File: config.mk
export PLATFORM = sky130hd
export DESIGN_NAME = param_counter
export DESIGN_NICKNAME = d
export VERILOG_FILES = /design/src/rtl/param_counter_pkg.sv /design/src/rtl/pcnt_next.sv /design/src/rtl/param_counter.sv
export SDC_FILE = /design/constraint.sdc
export NUM_CORES = 1
export LEC_CHECK = 0
export CAP_MARGIN = 20
export CORE_MARGIN = 2
export CORE_UTILIZATION = 40
export DETAILED_ROUTE_END_ITERATION = 6
export PLACE_DENSITY = 0.69
export SLEW_MARGIN = 20
export SYNTH_ARGS = -nofsm -noshare
export SYNTH_HDL_FRONTEND = slang
export SYNTH_HIERARCHICAL = 1
export SYNTH_SLANG_ARGS = --single-unit
File: constraint.sdc
create_clock -name clk -period 1.9 [get_ports clk]
set_input_delay 0.38 -clock clk [delete_from_list [all_inputs] [get_ports clk]]
set_output_delay 0.38 -clock clk [all_outputs]
set_load 0.03 [all_outputs]
File: src/rtl/param_counter_pkg.sv
// Shared types and constants for the param_counter block.
// Build option: define PARAM_COUNTER_SAT_EN to saturate at the count
// boundaries instead of wrapping.
package param_counter_pkg;

    // Legal range of the WIDTH parameter
    localparam int unsigned PCNT_WIDTH_MIN = 2;
    localparam int unsigned PCNT_WIDTH_MAX = 32;

    // Control FSM states
    typedef enum logic [1:0] {
        IDLE = 2'd0,
        RUN  = 2'd1,
        DONE = 2'd2
    } pcnt_state_t;

endpackage : param_counter_pkg

File: src/rtl/pcnt_next.sv
// Combinational next-count and terminal-detect unit for param_counter.
// Build option: PARAM_COUNTER_SAT_EN selects saturating behaviour at the
// boundaries. Without it, the count wraps to the opposite boundary.
module pcnt_next #(
    parameter int unsigned          WIDTH   = 8,
    parameter logic [WIDTH-1:0]     MAX_VAL = {WIDTH{1'b1}}
) (
    input  logic [WIDTH-1:0] cnt,
    input  logic             up,
    output logic [WIDTH-1:0] cnt_nxt,
    output logic             term,
    output logic             tc_nxt
);

    logic [WIDTH-1:0] bound;
    logic [WIDTH-1:0] step;

    // Boundary compare and one-step move in the selected direction; the
    // boundary is tested explicitly because MAX_VAL may sit below the
    // natural WIDTH-bit overflow point.
    always_comb begin
        bound = up ? MAX_VAL : '0;
        term  = (cnt == bound);
        step  = up ? (cnt + WIDTH'(1)) : (cnt - WIDTH'(1));
`ifdef PARAM_COUNTER_SAT_EN
        // Hold at the boundary; pulse only on the step that arrives there.
        cnt_nxt = term ? cnt : step;
        tc_nxt  = !term && (step == bound);
`else
        // Jump to the opposite boundary and pulse on the wrap itself.
        cnt_nxt = term ? (up ? '0 : MAX_VAL) : step;
        tc_nxt  = term;
`endif
    end

endmodule : pcnt_next

File: src/rtl/param_counter.sv
// Loadable up/down counter with configurable terminal value, optional
// one-shot stop and a registered terminal-count pulse.
// Build option: define PARAM_COUNTER_SAT_EN to saturate at the boundaries
// instead of wrapping (one-shot behaviour is unaffected).
module param_counter
    import param_counter_pkg::*;
#(
    parameter int unsigned      WIDTH   = 8,
    parameter logic [WIDTH-1:0] MAX_VAL = {WIDTH{1'b1}},
    parameter bit               ONESHOT = 1'b0
) (
    input  logic             clk,
    input  logic             rst,
    input  logic             ld,
    input  logic             en,
    input  logic             up,
    input  logic [WIDTH-1:0] data,
    output logic [WIDTH-1:0] cnt,
    output logic             val,
    output logic             tc
);

    // Reject illegal widths at elaboration
    if (WIDTH < PCNT_WIDTH_MIN || WIDTH > PCNT_WIDTH_MAX) begin : g_width_check
        $error("param_counter: WIDTH out of legal range");
    end

    pcnt_state_t      state_q, state_d;
    logic [WIDTH-1:0] cnt_q, cnt_d;
    logic             val_q, val_d;
    logic             tc_q, tc_d;

    logic [WIDTH-1:0] cnt_nxt;
    logic             term;
    logic             tc_nxt;
    logic [WIDTH-1:0] load_val;

    pcnt_next #(
        .WIDTH   (WIDTH),
        .MAX_VAL (MAX_VAL)
    ) u_next (
        .cnt     (cnt_q),
        .up      (up),
        .cnt_nxt (cnt_nxt),
        .term    (term),
        .tc_nxt  (tc_nxt)
    );

    // Load value clamped into 0..MAX_VAL
    always_comb begin
        load_val = (data > MAX_VAL) ? MAX_VAL : data;
    end

    // FSM next-state and next-output decode
    always_comb begin
        // NOTE: every signal gets a default first so no path leaves it
        // unassigned, which would infer a latch.
        state_d = state_q;
        cnt_d   = cnt_q;
        val_d   = val_q;
        tc_d    = 1'b0;
        unique case (state_q)
            IDLE: begin
                if (ld) begin
                    cnt_d   = load_val;
                    val_d   = 1'b1;
                    state_d = RUN;
                end
            end
            RUN: begin
                if (ld) begin
                    cnt_d = load_val;
                    val_d = 1'b1;
                end else if (en) begin
                    if (ONESHOT && term) begin
                        // Stop at the boundary instead of moving past it
                        state_d = DONE;
                        tc_d    = 1'b1;
                    end else begin
                        cnt_d = cnt_nxt;
                        tc_d  = tc_nxt;
                    end
                end
            end
            DONE: begin
                if (ld) begin
                    cnt_d   = load_val;
                    val_d   = 1'b1;
                    state_d = RUN;
                end
            end
            default: begin
                state_d = IDLE;
            end
        endcase
    end

    // State and output registers with asynchronous active-low reset
    always_ff @(posedge clk or negedge rst) begin
        if (!rst) begin
            state_q <= IDLE;
            cnt_q   <= '0;
            val_q   <= 1'b0;
            tc_q    <= 1'b0;
        end else begin
            // NOTE: non-blocking assignments so every register samples the
            // pre-edge values regardless of statement order.
            state_q <= state_d;
            cnt_q   <= cnt_d;
            val_q   <= val_d;
            tc_q    <= tc_d;
        end
    end

    assign cnt = cnt_q;
    assign val = val_q;
    assign tc  = tc_q;

endmodule : param_counter

==> impl_metrics.env <==
export IMPL_post_route_util_pct=71.3
export IMPL_holdCritPathClass="in2async"
export IMPL_drt_pass1_iterations=4
export IMPL_intPower_mw=0.709
export IMPL_gp_congestion=0.847
export IMPL_cts_buffers_inserted=3
export IMPL_grt_pass1_wl_um=4140
export IMPL_clk_root_buffer_cell="clkbuf_4"
export IMPL_die_w_um=52.9
export IMPL_postSynthNetCount=121
export IMPL_max_freq_mhz=511
export IMPL_startpoint_type="primary input"
export IMPL_h_tree_depth=1
export IMPL_status="finished with violations"
export IMPL_p_sw_mw=0.435
export IMPL_syn_area_per_cell_sq_um=9.46
export IMPL_leakage_nw=0.704
export IMPL_worst_slack_ns=-0.0584
export IMPL_grt_pass1_vias=887
export IMPL_crit_end="cnt[6]"
export IMPL_antenna_found_initial=0
export IMPL_relSlewSlack_pct=67.2
export IMPL_swShare_pct=38.0
export IMPL_r2r_setup_slack_ns=-0.04
export IMPL_wirelength_um=2720
export IMPL_failed_checks="negative setup slack"
export IMPL_clock_path_buffers=2
export IMPL_clk_pin_slew_ns=0.07
export IMPL_clk_latency_ns=0.26
export IMPL_post_dp_cell_area_sq_um=1370
export IMPL_netlist_instances=101
export IMPL_setup_viol=6
export IMPL_fin_crit_sh_pct=103
export IMPL_diodes=0
export IMPL_worstMarginPinSlew_ns=0.491
export IMPL_worst_setup_path_end_kind="register"
export IMPL_period_needed_ns=1.96
export IMPL_syn_area_sq_um=956
export IMPL_r2r_start="cnt[3]"
export IMPL_io_buffers=22
export IMPL_fillers=175
export IMPL_power_mw=1.14
export IMPL_crit_path_start="up"
export IMPL_rsz0062_at_grt="true"
export IMPL_max_cap_viol_count=0
export IMPL_regToRegEndpoint="cnt[6]"
export IMPL_start_util_pct=42.8
export IMPL_fin_nets=177
export IMPL_dieArea_sq_um=2800
export IMPL_seqPwrFrac_pct=25.8
export IMPL_row_count=17
export IMPL_clkPwrFrac_pct=13.7
export IMPL_slew_viol_final=0
export IMPL_num_io_pins=23
export IMPL_via_per_inst=5.22
export IMPL_pwr_share_comb_pct=60.4
export IMPL_final_cell_area_sq_um=1590
export IMPL_die_y_um=52.9
export IMPL_ff2ff_path_depth=8
export IMPL_critPathRequiredTime_ns=2.03
export IMPL_syn_to_final_growth_pct=66.5
export IMPL_grt_max_degree=28
export IMPL_dp_hpwl_um=1800
export IMPL_coreArea_sq_um=2230
export IMPL_powerDensity_nw_per_um2=718
export IMPL_cts_num_sinks=11
export IMPL_vias=960
export IMPL_placed_cells=169
export IMPL_drt_iter0_markers=11
export IMPL_place_ws_ns=-0.797
export IMPL_grt_use_total_pct=20.5
export IMPL_hold_ws_ns=0.447
export IMPL_fin_setup_tns_ns=-0.183
export IMPL_cp_data_arrival_time_ns=2.09
export IMPL_route_detailed_drc=0
export IMPL_wire_per_inst_um=14.8
export IMPL_criticalPathCategory="in2reg"
export IMPL_ant_nets=0
export IMPL_fin_cells=184
export IMPL_yosys_warnings=6
export IMPL_cp_max_fo=4
export IMPL_max_vdd_ir_drop_v=0.000537
export IMPL_layout_drive_gt1_share_pct=46.2
export IMPL_finalHoldViolations=0
export IMPL_cts_tree="built"
export IMPL_clock_skew_ns=0.00209
export IMPL_grt_overflow=0
export IMPL_cts_hold_buffers=0
==> area by class of cell <==
type	count	area [sq um]	area share, %
Timing Repair Buffer	57	503	31.6
Sequential cell	11	278	17.5
Multi-Input combinational cell	73	702	44.1
Clock buffer	4	26.3	1.65
Inverter	11	47.5	2.99
Tap cell	28	35.0	2.20
==> worst min path at each step <==
stage | from | end | slack [ns] | cells past startpoint
finish | rst | cnt[1] | 0.45 | 1
global route | rst | cnt[1] | 0.48 | 1
CTS | rst | val | 0.46 | 1
detailed placement | val | val | 0.47 | 1
global placement | val | val | 0.45 | 1
floorplan | rst | cnt[0] | 0.08 | 0
==> power by group through the flow <==
stage,Sequential (mW),Clock (mW),Combinational [mW]
after floorplan,0.348,0,0.289
after global placement,0.292,0,0.577
after detailed placement,0.293,0,0.586
after CTS,0.296,0.161,0.650
after global routing,0.298,0.175,0.745
final,0.295,0.157,0.691
==> flip-flops by register name, summed over array words and instances (netlist names) <==
register and flops:
cnt 8, state_q 1, tc 1, val 1
==> cell usage in the layout (no fill, tap or decap), types with 2 or more instances in the layout <==
cell / n
a21oi_2: 3
nand2_1: 13
clkdlybuf4s50_1: 18
clkbuf_4: 3
nand4b_1: 8
o311ai_2: 8
or2_2: 2
o21ai_1: 2
dfrtp_1: 9
xnor2_1: 3
inv_1: 9
a211o_1: 2
buf_6: 3
buf_4: 32
dlymetal6s2s_1: 2
ha_4: 5
dfrtp_2: 2
o21ai_0: 3
nor2_1: 2
==> critical path, cell delays in order <==
cell        delay [ns]
buf_8             0.08
clkinvlp_4        0.11
buf_6             0.16
ha_4              0.27
nand4_1           0.16
a211o_1           0.39
buf_4             0.16
nand2_1           0.05
o211ai_1          0.10
nand4b_1          0.12
o311ai_2          0.11
==> metal layers <==
layer	global-route usage, %	wire length, um
met1	28.2	1220
met2	33.3	1410
met3	2.54	69
met4	6.41	13
met5	0	0
==> what timing repair did <==
action                                  CTS  global route
setup buffers                             7             4
endpoints found under the setup margin    9             9
pin swaps                                 9            21
resized for setup                        18            13
hold endpoints to repair                  0             0
Power figures use the tool's default switching activity.
